==> config.mk <==
export PLATFORM = sky130hd
export DESIGN_NAME = hicore_icb_arbt_flat
export DESIGN_NICKNAME = d
export VERILOG_FILES = /design/src/rtl/hicore_icb_arbt_if.sv /design/src/rtl/hicore_icb_arbt.sv /design/src/flat_wrapper.sv
export SDC_FILE = /design/constraint.sdc
export NUM_CORES = 1
export LEC_CHECK = 0
export BUFFER_PORTS_ARGS = -buffer_cell sky130_fd_sc_hd__buf_4
export CAP_MARGIN = 15
export CELL_PAD_IN_SITES_DETAIL_PLACEMENT = 1
export CELL_PAD_IN_SITES_GLOBAL_PLACEMENT = 2
export CORE_MARGIN = 4
export CORE_UTILIZATION = 11
export CTS_CLUSTER_DIAMETER = 100
export CTS_CLUSTER_SIZE = 25
export DETAILED_ROUTE_END_ITERATION = 7
export GPL_TIMING_DRIVEN = 1
export MAX_ROUTING_LAYER = met4
export PLACE_DENSITY_LB_ADDON = 0.08
export SETUP_SLACK_MARGIN = 0.05
export SLEW_MARGIN = 40
export SYNTH_ARGS = -nofsm -noshare
export SYNTH_HDL_FRONTEND = slang
export SYNTH_SLANG_ARGS = --single-unit
==> constraint.sdc <==
create_clock -name clk -period 2.3 [get_ports clk]
set_clock_uncertainty 0.15 [all_clocks]
set_input_delay 0.23 -clock clk [delete_from_list [all_inputs] [get_ports clk]]
set_output_delay 0.23 -clock clk [all_outputs]
set_load 0.005 [all_outputs]
==> src/rtl/hicore_icb_arbt_if.sv <==
// rtl/hicore_icb_arbt_if.sv - ICB command/response bundle used on every arbiter port
interface hicore_icb_arbt_if #(
    parameter int AW = 32,
    parameter int DW = 32
);
    logic            icb_cmd_valid;
    logic            icb_cmd_ready;
    logic            icb_cmd_read;
    logic [AW-1:0]   icb_cmd_addr;
    logic [DW-1:0]   icb_cmd_wdata;
    logic [DW/8-1:0] icb_cmd_wmask;
    logic            icb_rsp_valid;
    logic            icb_rsp_ready;
    logic            icb_rsp_err;
    logic [DW-1:0]   icb_rsp_rdata;

    // Side that issues commands and consumes responses
    modport master (
        output icb_cmd_valid, icb_cmd_read, icb_cmd_addr, icb_cmd_wdata, icb_cmd_wmask,
        output icb_rsp_ready,
        input  icb_cmd_ready,
        input  icb_rsp_valid, icb_rsp_err, icb_rsp_rdata
    );

    // Side that accepts commands and produces responses
    modport slave (
        input  icb_cmd_valid, icb_cmd_read, icb_cmd_addr, icb_cmd_wdata, icb_cmd_wmask,
        input  icb_rsp_ready,
        output icb_cmd_ready,
        output icb_rsp_valid, icb_rsp_err, icb_rsp_rdata
    );
endinterface

==> src/rtl/hicore_icb_arbt.sv <==
// rtl/hicore_icb_arbt.sv - 2:1 ICB arbiter (LSU=m0, IFU=m1); HICORE_ARBT_RR_EN selects round-robin
module hicore_icb_arbt #(
    parameter int AW         = 32,
    parameter int DW         = 32,
    parameter int OUTS_DEPTH = 2
) (
    input  logic              clk,
    input  logic              rst,
    hicore_icb_arbt_if.slave  i_m0,
    hicore_icb_arbt_if.slave  i_m1,
    hicore_icb_arbt_if.master o_icb
);
    localparam int              PW       = (OUTS_DEPTH > 1) ? $clog2(OUTS_DEPTH) : 1;
    localparam int              CW       = $clog2(OUTS_DEPTH + 1);
    localparam logic [PW-1:0]   PTR_LAST = PW'(OUTS_DEPTH - 1);
    localparam logic [PW-1:0]   PTR_ONE  = PW'(1);
    localparam logic [CW-1:0]   CNT_FULL = CW'(OUTS_DEPTH);
    localparam logic [CW-1:0]   CNT_ONE  = CW'(1);

    typedef enum logic {
        S_IDLE   = 1'b0,
        S_LOCKED = 1'b1
    } lock_state_t;

    lock_state_t     r_state;
    logic            r_lock_id;
    logic            r_fifo [OUTS_DEPTH];
    logic [PW-1:0]   r_wr_ptr;
    logic [PW-1:0]   r_rd_ptr;
    logic [CW-1:0]   r_count;

    logic            w_win;
    logic            w_gnt;
    logic            w_gnt_valid;
    logic            w_full;
    logic            w_empty;
    logic            w_cmd_valid;
    logic            w_cmd_rdy;
    logic            w_push;
    logic            w_pop;
    logic            w_head;
    logic            w_rsp_ready;

`ifdef HICORE_ARBT_RR_EN
    logic            r_rr;

    // Round-robin winner: the rr port breaks ties, otherwise whoever is valid
    always_comb begin
        if (i_m0.icb_cmd_valid && i_m1.icb_cmd_valid) begin
            w_win = r_rr;
        end else begin
            w_win = i_m1.icb_cmd_valid & ~i_m0.icb_cmd_valid;
        end
    end

    // Hand priority to the other port after every accepted command
    always_ff @(posedge clk or posedge rst) begin
        if (rst) begin
            r_rr <= 1'b0;
        end else if (w_push) begin
            r_rr <= ~w_gnt;
        end
    end
`else
    // Fixed priority: LSU wins whenever it asks
    assign w_win = i_m1.icb_cmd_valid & ~i_m0.icb_cmd_valid;
`endif

    // Grant is frozen while a command sits un-accepted downstream
    assign w_gnt       = (r_state == S_LOCKED) ? r_lock_id : w_win;
    assign w_gnt_valid = w_gnt ? i_m1.icb_cmd_valid : i_m0.icb_cmd_valid;

    assign w_full      = (r_count == CNT_FULL);
    assign w_empty     = (r_count == '0);

    assign w_cmd_valid = w_gnt_valid & ~w_full;
    assign w_cmd_rdy   = o_icb.icb_cmd_ready & ~w_full;
    assign w_push      = w_cmd_valid & o_icb.icb_cmd_ready;

    assign o_icb.icb_cmd_valid = w_cmd_valid;
    assign o_icb.icb_cmd_read  = w_gnt ? i_m1.icb_cmd_read  : i_m0.icb_cmd_read;
    assign o_icb.icb_cmd_addr  = w_gnt ? i_m1.icb_cmd_addr  : i_m0.icb_cmd_addr;
    assign o_icb.icb_cmd_wdata = w_gnt ? i_m1.icb_cmd_wdata : i_m0.icb_cmd_wdata;
    assign o_icb.icb_cmd_wmask = w_gnt ? i_m1.icb_cmd_wmask : i_m0.icb_cmd_wmask;

    assign i_m0.icb_cmd_ready  = w_cmd_rdy & ~w_gnt;
    assign i_m1.icb_cmd_ready  = w_cmd_rdy &  w_gnt;

    // Responses go to whoever issued the oldest outstanding command
    assign w_head      = r_fifo[r_rd_ptr];
    assign w_rsp_ready = ~w_empty & (w_head ? i_m1.icb_rsp_ready : i_m0.icb_rsp_ready);
    assign w_pop       = o_icb.icb_rsp_valid & w_rsp_ready;

    assign o_icb.icb_rsp_ready = w_rsp_ready;
    assign i_m0.icb_rsp_valid  = o_icb.icb_rsp_valid & ~w_empty & ~w_head;
    assign i_m1.icb_rsp_valid  = o_icb.icb_rsp_valid & ~w_empty &  w_head;
    assign i_m0.icb_rsp_err    = o_icb.icb_rsp_err;
    assign i_m1.icb_rsp_err    = o_icb.icb_rsp_err;
    assign i_m0.icb_rsp_rdata  = o_icb.icb_rsp_rdata;
    assign i_m1.icb_rsp_rdata  = o_icb.icb_rsp_rdata;

    // Lock FSM: latch the grant when downstream stalls, release on handshake
    always_ff @(posedge clk or posedge rst) begin
        if (rst) begin
            r_state   <= S_IDLE;
            r_lock_id <= 1'b0;
        end else begin
            case (r_state)
                S_IDLE: begin
                    if (w_cmd_valid && !o_icb.icb_cmd_ready) begin
                        r_state   <= S_LOCKED;
                        r_lock_id <= w_gnt;
                    end
                end
                S_LOCKED: begin
                    if (w_push) begin
                        r_state <= S_IDLE;
                    end
                end
                default: r_state <= S_IDLE;
            endcase
        end
    end

    // ID storage: contents need no reset, only the pointers and count do
    always_ff @(posedge clk) begin
        if (w_push) begin
            r_fifo[r_wr_ptr] <= w_gnt;
        end
    end

    // ID FIFO pointers and occupancy
    always_ff @(posedge clk or posedge rst) begin
        if (rst) begin
            r_wr_ptr <= '0;
            r_rd_ptr <= '0;
            r_count  <= '0;
        end else begin
            if (w_push) begin
                r_wr_ptr <= (r_wr_ptr == PTR_LAST) ? '0 : r_wr_ptr + PTR_ONE;
            end
            if (w_pop) begin
                r_rd_ptr <= (r_rd_ptr == PTR_LAST) ? '0 : r_rd_ptr + PTR_ONE;
            end
            case ({w_push, w_pop})
                2'b10:   r_count <= r_count + CNT_ONE;
                2'b01:   r_count <= r_count - CNT_ONE;
                default: r_count <= r_count;
            endcase
        end
    end
endmodule

==> src/flat_wrapper.sv <==
// flat-port wrapper written by rule: the top's interface ports become plain ports
module hicore_icb_arbt_flat 
#(
    parameter int AW         = 32,
    parameter int DW         = 32,
    parameter int OUTS_DEPTH = 2
)
  (clk, rst, i_m0_icb_cmd_valid, i_m0_icb_cmd_read, i_m0_icb_cmd_addr, i_m0_icb_cmd_wdata, i_m0_icb_cmd_wmask, i_m0_icb_rsp_ready, i_m0_icb_cmd_ready, i_m0_icb_rsp_valid, i_m0_icb_rsp_err, i_m0_icb_rsp_rdata, i_m1_icb_cmd_valid, i_m1_icb_cmd_read, i_m1_icb_cmd_addr, i_m1_icb_cmd_wdata, i_m1_icb_cmd_wmask, i_m1_icb_rsp_ready, i_m1_icb_cmd_ready, i_m1_icb_rsp_valid, i_m1_icb_rsp_err, i_m1_icb_rsp_rdata, o_icb_icb_cmd_valid, o_icb_icb_cmd_read, o_icb_icb_cmd_addr, o_icb_icb_cmd_wdata, o_icb_icb_cmd_wmask, o_icb_icb_rsp_ready, o_icb_icb_cmd_ready, o_icb_icb_rsp_valid, o_icb_icb_rsp_err, o_icb_icb_rsp_rdata);
  hicore_icb_arbt_if #(.AW(AW), .DW(DW)) i_m0_i ();
  hicore_icb_arbt_if #(.AW(AW), .DW(DW)) i_m1_i ();
  hicore_icb_arbt_if #(.AW(AW), .DW(DW)) o_icb_i ();
  input  logic clk;
  input  logic rst;
  input wire logic [$bits(i_m0_i.icb_cmd_valid)-1:0] i_m0_icb_cmd_valid;
  input wire logic [$bits(i_m0_i.icb_cmd_read)-1:0] i_m0_icb_cmd_read;
  input wire logic [$bits(i_m0_i.icb_cmd_addr)-1:0] i_m0_icb_cmd_addr;
  input wire logic [$bits(i_m0_i.icb_cmd_wdata)-1:0] i_m0_icb_cmd_wdata;
  input wire logic [$bits(i_m0_i.icb_cmd_wmask)-1:0] i_m0_icb_cmd_wmask;
  input wire logic [$bits(i_m0_i.icb_rsp_ready)-1:0] i_m0_icb_rsp_ready;
  output wire logic [$bits(i_m0_i.icb_cmd_ready)-1:0] i_m0_icb_cmd_ready;
  output wire logic [$bits(i_m0_i.icb_rsp_valid)-1:0] i_m0_icb_rsp_valid;
  output wire logic [$bits(i_m0_i.icb_rsp_err)-1:0] i_m0_icb_rsp_err;
  output wire logic [$bits(i_m0_i.icb_rsp_rdata)-1:0] i_m0_icb_rsp_rdata;
  input wire logic [$bits(i_m1_i.icb_cmd_valid)-1:0] i_m1_icb_cmd_valid;
  input wire logic [$bits(i_m1_i.icb_cmd_read)-1:0] i_m1_icb_cmd_read;
  input wire logic [$bits(i_m1_i.icb_cmd_addr)-1:0] i_m1_icb_cmd_addr;
  input wire logic [$bits(i_m1_i.icb_cmd_wdata)-1:0] i_m1_icb_cmd_wdata;
  input wire logic [$bits(i_m1_i.icb_cmd_wmask)-1:0] i_m1_icb_cmd_wmask;
  input wire logic [$bits(i_m1_i.icb_rsp_ready)-1:0] i_m1_icb_rsp_ready;
  output wire logic [$bits(i_m1_i.icb_cmd_ready)-1:0] i_m1_icb_cmd_ready;
  output wire logic [$bits(i_m1_i.icb_rsp_valid)-1:0] i_m1_icb_rsp_valid;
  output wire logic [$bits(i_m1_i.icb_rsp_err)-1:0] i_m1_icb_rsp_err;
  output wire logic [$bits(i_m1_i.icb_rsp_rdata)-1:0] i_m1_icb_rsp_rdata;
  output wire logic [$bits(o_icb_i.icb_cmd_valid)-1:0] o_icb_icb_cmd_valid;
  output wire logic [$bits(o_icb_i.icb_cmd_read)-1:0] o_icb_icb_cmd_read;
  output wire logic [$bits(o_icb_i.icb_cmd_addr)-1:0] o_icb_icb_cmd_addr;
  output wire logic [$bits(o_icb_i.icb_cmd_wdata)-1:0] o_icb_icb_cmd_wdata;
  output wire logic [$bits(o_icb_i.icb_cmd_wmask)-1:0] o_icb_icb_cmd_wmask;
  output wire logic [$bits(o_icb_i.icb_rsp_ready)-1:0] o_icb_icb_rsp_ready;
  input wire logic [$bits(o_icb_i.icb_cmd_ready)-1:0] o_icb_icb_cmd_ready;
  input wire logic [$bits(o_icb_i.icb_rsp_valid)-1:0] o_icb_icb_rsp_valid;
  input wire logic [$bits(o_icb_i.icb_rsp_err)-1:0] o_icb_icb_rsp_err;
  input wire logic [$bits(o_icb_i.icb_rsp_rdata)-1:0] o_icb_icb_rsp_rdata;
  assign i_m0_i.icb_cmd_valid = i_m0_icb_cmd_valid;
  assign i_m0_i.icb_cmd_read = i_m0_icb_cmd_read;
  assign i_m0_i.icb_cmd_addr = i_m0_icb_cmd_addr;
  assign i_m0_i.icb_cmd_wdata = i_m0_icb_cmd_wdata;
  assign i_m0_i.icb_cmd_wmask = i_m0_icb_cmd_wmask;
  assign i_m0_i.icb_rsp_ready = i_m0_icb_rsp_ready;
  assign i_m0_icb_cmd_ready = i_m0_i.icb_cmd_ready;
  assign i_m0_icb_rsp_valid = i_m0_i.icb_rsp_valid;
  assign i_m0_icb_rsp_err = i_m0_i.icb_rsp_err;
  assign i_m0_icb_rsp_rdata = i_m0_i.icb_rsp_rdata;
  assign i_m1_i.icb_cmd_valid = i_m1_icb_cmd_valid;
  assign i_m1_i.icb_cmd_read = i_m1_icb_cmd_read;
  assign i_m1_i.icb_cmd_addr = i_m1_icb_cmd_addr;
  assign i_m1_i.icb_cmd_wdata = i_m1_icb_cmd_wdata;
  assign i_m1_i.icb_cmd_wmask = i_m1_icb_cmd_wmask;
  assign i_m1_i.icb_rsp_ready = i_m1_icb_rsp_ready;
  assign i_m1_icb_cmd_ready = i_m1_i.icb_cmd_ready;
  assign i_m1_icb_rsp_valid = i_m1_i.icb_rsp_valid;
  assign i_m1_icb_rsp_err = i_m1_i.icb_rsp_err;
  assign i_m1_icb_rsp_rdata = i_m1_i.icb_rsp_rdata;
  assign o_icb_icb_cmd_valid = o_icb_i.icb_cmd_valid;
  assign o_icb_icb_cmd_read = o_icb_i.icb_cmd_read;
  assign o_icb_icb_cmd_addr = o_icb_i.icb_cmd_addr;
  assign o_icb_icb_cmd_wdata = o_icb_i.icb_cmd_wdata;
  assign o_icb_icb_cmd_wmask = o_icb_i.icb_cmd_wmask;
  assign o_icb_icb_rsp_ready = o_icb_i.icb_rsp_ready;
  assign o_icb_i.icb_cmd_ready = o_icb_icb_cmd_ready;
  assign o_icb_i.icb_rsp_valid = o_icb_icb_rsp_valid;
  assign o_icb_i.icb_rsp_err = o_icb_icb_rsp_err;
  assign o_icb_i.icb_rsp_rdata = o_icb_icb_rsp_rdata;
  hicore_icb_arbt #(.AW(AW), .DW(DW), .OUTS_DEPTH(OUTS_DEPTH)) u_core (.clk(clk), .rst(rst), .i_m0(i_m0_i), .i_m1(i_m1_i), .o_icb(o_icb_i));
endmodule
==> flow_summary_export.csv <==
group,metric,value,unit
min_path,hp-class,"input pin to flip-flop",
synth,async_reset_ff_share,75.0,%
clock_tree,clock_sinks,8,
synth,synth.ff_latch_count,8,
global_route,gr-total-overflow,0,
timing,post-route-period-util,95.1,%
clock_tree,root_buffer,"clkbuf_16",
synth,syn_avg_cell_area,9.43,µm²
synth,synth_area_leaders,"mux2_2, buf_4, dfrtp_1",
clock_tree,cts-buffers-inserted,3,
drt,wl,9770,µm
drt,remaining_drc_errors,0,
min_path,worstHoldStart,"o_icb_icb_cmd_ready",
floorplan,die-area,18400,µm²
global_route,grt_max_degree,39,
final_layout,syn_to_final_growth,88.1,%
floorplan,start_util,11.2,%
timing,min_period,2.19,ns
drt,viasPerCell,3.43,
final_layout,drive_above_1_share,85.3,%
final_layout,diodes,0,
critical_path,cp_cell_sequence,"nand2_1, a21boi_4, buf_4, buf_12, mux2_2, buf_4",
critical_path,critPathKind,"flip-flop to output port",
timing,hold_violations,0,
final_layout,n_fill_cell,1894,
synth,synth_common_cells,"buf_4, mux2_2, nor2_1",
synth,syn-cell-area,1790,µm²
timing,clock.fmax,0.457,GHz
global_route,grt_pass1_wl,13100,µm
power_and_ir_drop,p_leak,0.00166,µW
synth,synthDistinctLibCells,25,
critical_path,slowest_delay,0.41,ns
drt,ant_nets,0,
clock_tree,h-tree-depth,1,
critical_path,crit_arrival,1.81,ns
min_path,min_delay_path_depth,2,
critical_path,end_kind,"output port",
timing,slew_headroom,76.9,%
drt,initialDrtViolationCount,21,
clock_tree,clk-insertion-delay-late,0.23,ns
synth,yosysMostFrequentCell,"buf_4",
floorplan,core_area,15900,µm²
floorplan,num_rows,46,
floorplan,num_io_pins,320,
floorplan,die_x,136,µm
drt,vias,1933,
place,place_inst,554,
critical_path,cp-start-kind,"flip-flop",
critical_path,path_max_fanout,17,
critical_path,crit_slowest_cell,"dfrtp_1",
clock_tree,cts_buffer_depth,2,
global_route,grt.total_usage,9.70,%
synth,synthDominantCellAreaShare,39.6,%
final_layout,final_nets,529,
timing,finalSetupViolations,0,
synth,synthCells,190,
place,dpl.hpwl,8460,µm
clock_tree,cts_resized,0,
synth,synth-edff-count,2,
timing,whs,0.0719,ns
synth,seq_area_frac_synth,11.7,%
power_and_ir_drop,vdd_drop_max,0.346,mV
synth,synthFlopType,"dfrtp_1",
critical_path,cp_top_family,"buffers and inverters",
timing,maxSlewViolCount,0,
critical_path,cpMostUsedCell,"buf_4",
synth,syn_nets,370,
power_and_ir_drop,powerDensity,912,nW/µm²
critical_path,worstReg2RegEnd,"u_core.r_count[1]$_DFFE_PP0P_",
floorplan,die_h,136,µm
clock_tree,cts_tree,"built",
place,routabilityCongestion,0.677,
critical_path,r2r-start,"u_core.r_count[1]$_DFFE_PP0P_",
critical_path,r2r_setup_slack,0.23,ns
timing,tns,0,ns
synth,yosys.area.top_type,"mux2_2",
place,io_buffers,220,
critical_path,r2r_cells,6,
status,status,"finished, final reports clean",
final_layout,instances_no_fill,564,
drt,drt_first_pass_iters,3,
global_route,antenna_found_initial,0,
clock_tree,path_clk_slew,0.04,ns
critical_path,worstPathRequired,1.92,ns
job,cap_violations,0,
global_route,grt_pass1_vias,2220,
timing,rsz0062_at_grt,"true",
drt,wl_per_cell,17.3,µm
timing,tightest_slew,0.346,ns
final_layout,finalCoreUtilization,21.1,%
critical_path,cp.buffers_inverters,3,
synth,yosys_warnings,0,
==> how the worst max path moves through the flow <==
| stage | from | endpoint | slack, ns | cells past startpoint |
|---|---|---|---|---|
| 2_1_floorplan | u_core.r_count[1]$_DFFE_PP0P_ | u_core.r_count[1]$_DFFE_PP0P_ | 0.32 | 7 |
| 4_1_cts | flip-flop | o_icb_icb_cmd_wdata[31] | 0.11 | 5 |
| 6_report | flip-flop | o_icb_icb_cmd_read | 0.11 | 6 |
| 5_1_grt | flip-flop | o_icb_icb_cmd_addr[15] | 0.02 | 6 |
| 3_5_place_dp | u_core.r_count[1]$_DFFE_PP0P_ | u_core.r_count[1]$_DFFE_PP0P_ | 0.22 | 6 |
| 3_3_place_gp | u_core.r_count[1]$_DFFE_PP0P_ | u_core.r_count[1]$_DFFE_PP0P_ | 0.23 | 6 |
==> layout by cell type (no fill, tap or decap), drive strengths merged <==
cell | Yosys | routed
nand2 | 2 | 2
xor2 | 2 | 2
dlygate4sd3 | 0 | 1
xnor2 | 3 | 3
mux2i | 3 | 3
dfrtp | 6 | 6
or3 | 1 | 1
o21ai | 2 | 2
ha | 1 | 1
a22oi | 1 | 1
a21oi | 1 | 1
nor2 | 11 | 11
nor3 | 2 | 2
a21boi | 1 | 1
inv | 4 | 4
buf | 74 | 225
edfxtp | 2 | 2
o31ai | 1 | 1
nand2b | 1 | 1
mux2 | 69 | 69
clkbuf | 0 | 6
nor3b | 1 | 1
nor2b | 2 | 2
==> kinds of logic after synthesis <==
kind of cell / Yosys count / share of synthesized area [%]
and+or+nand+nor: 20 / 5.66
xor gates and xnor gates: 5 / 2.86
DFF: 8 / 11.7
adders and majority gates: 1 / 0.698
buffers and inverters: 78 / 31.7
muxes: 72 / 45.0
AOI/OAI and AO/OA: 6 / 2.30
==> per-layer routing <==
layer,track usage (%),up-vias,share of wire [%]
met1,8.43,896,30
met4,1.18,0,0.24
met3,5.87,4,14
met5,-,-,0
met2,18.3,132,56
li1,-,901,-
==> layout make-up <==
class,instances,area (µm²),share of cell area (%)
flip-flops and latches,8,210,6.24
clock buffers,4,78.8,2.34
well taps,216,270,8.02
repair buffers,228,1770,52.7
inverters,4,15.0,0.446
multi-input cells,104,1020,30.3
==> worst register-to-register path, delay by kind of cell, from the launching register on <==
family,cells,cell delay [ns]
XOR/XNOR,1,0.15
AND/OR/NAND/NOR,4,0.94
flip-flops,1,0.40
adder cells (fa/ha/maj),1,0.34
==> timing repair <==
item / CTS / global route
endpoints found under the setup margin: 0 / 25
buffers inserted: 0 / 3
hold buffers: 1 / 0
endpoints found under the hold margin: 6 / 0
==> per-stage QoR <==
stage	power (µW)	instance area (µm²)	worst slack [ns]
after floorplan	1570	1790	0.320
after global placement	2680	3210	0.233
after detailed placement	2660	3210	0.222
after CTS	2990	3300	0.110
after global routing	3330	3370	0.0175
final	3070	3370	0.113
==> power breakdown <==
group	leakage [µW]	internal (µW)	switching, µW
combinational	0.00153	1540	938
clock	0.0000382	232	74.0
sequential	0.0000885	220	69.4
No activity file was read; power rests on OpenSTA's default activity.
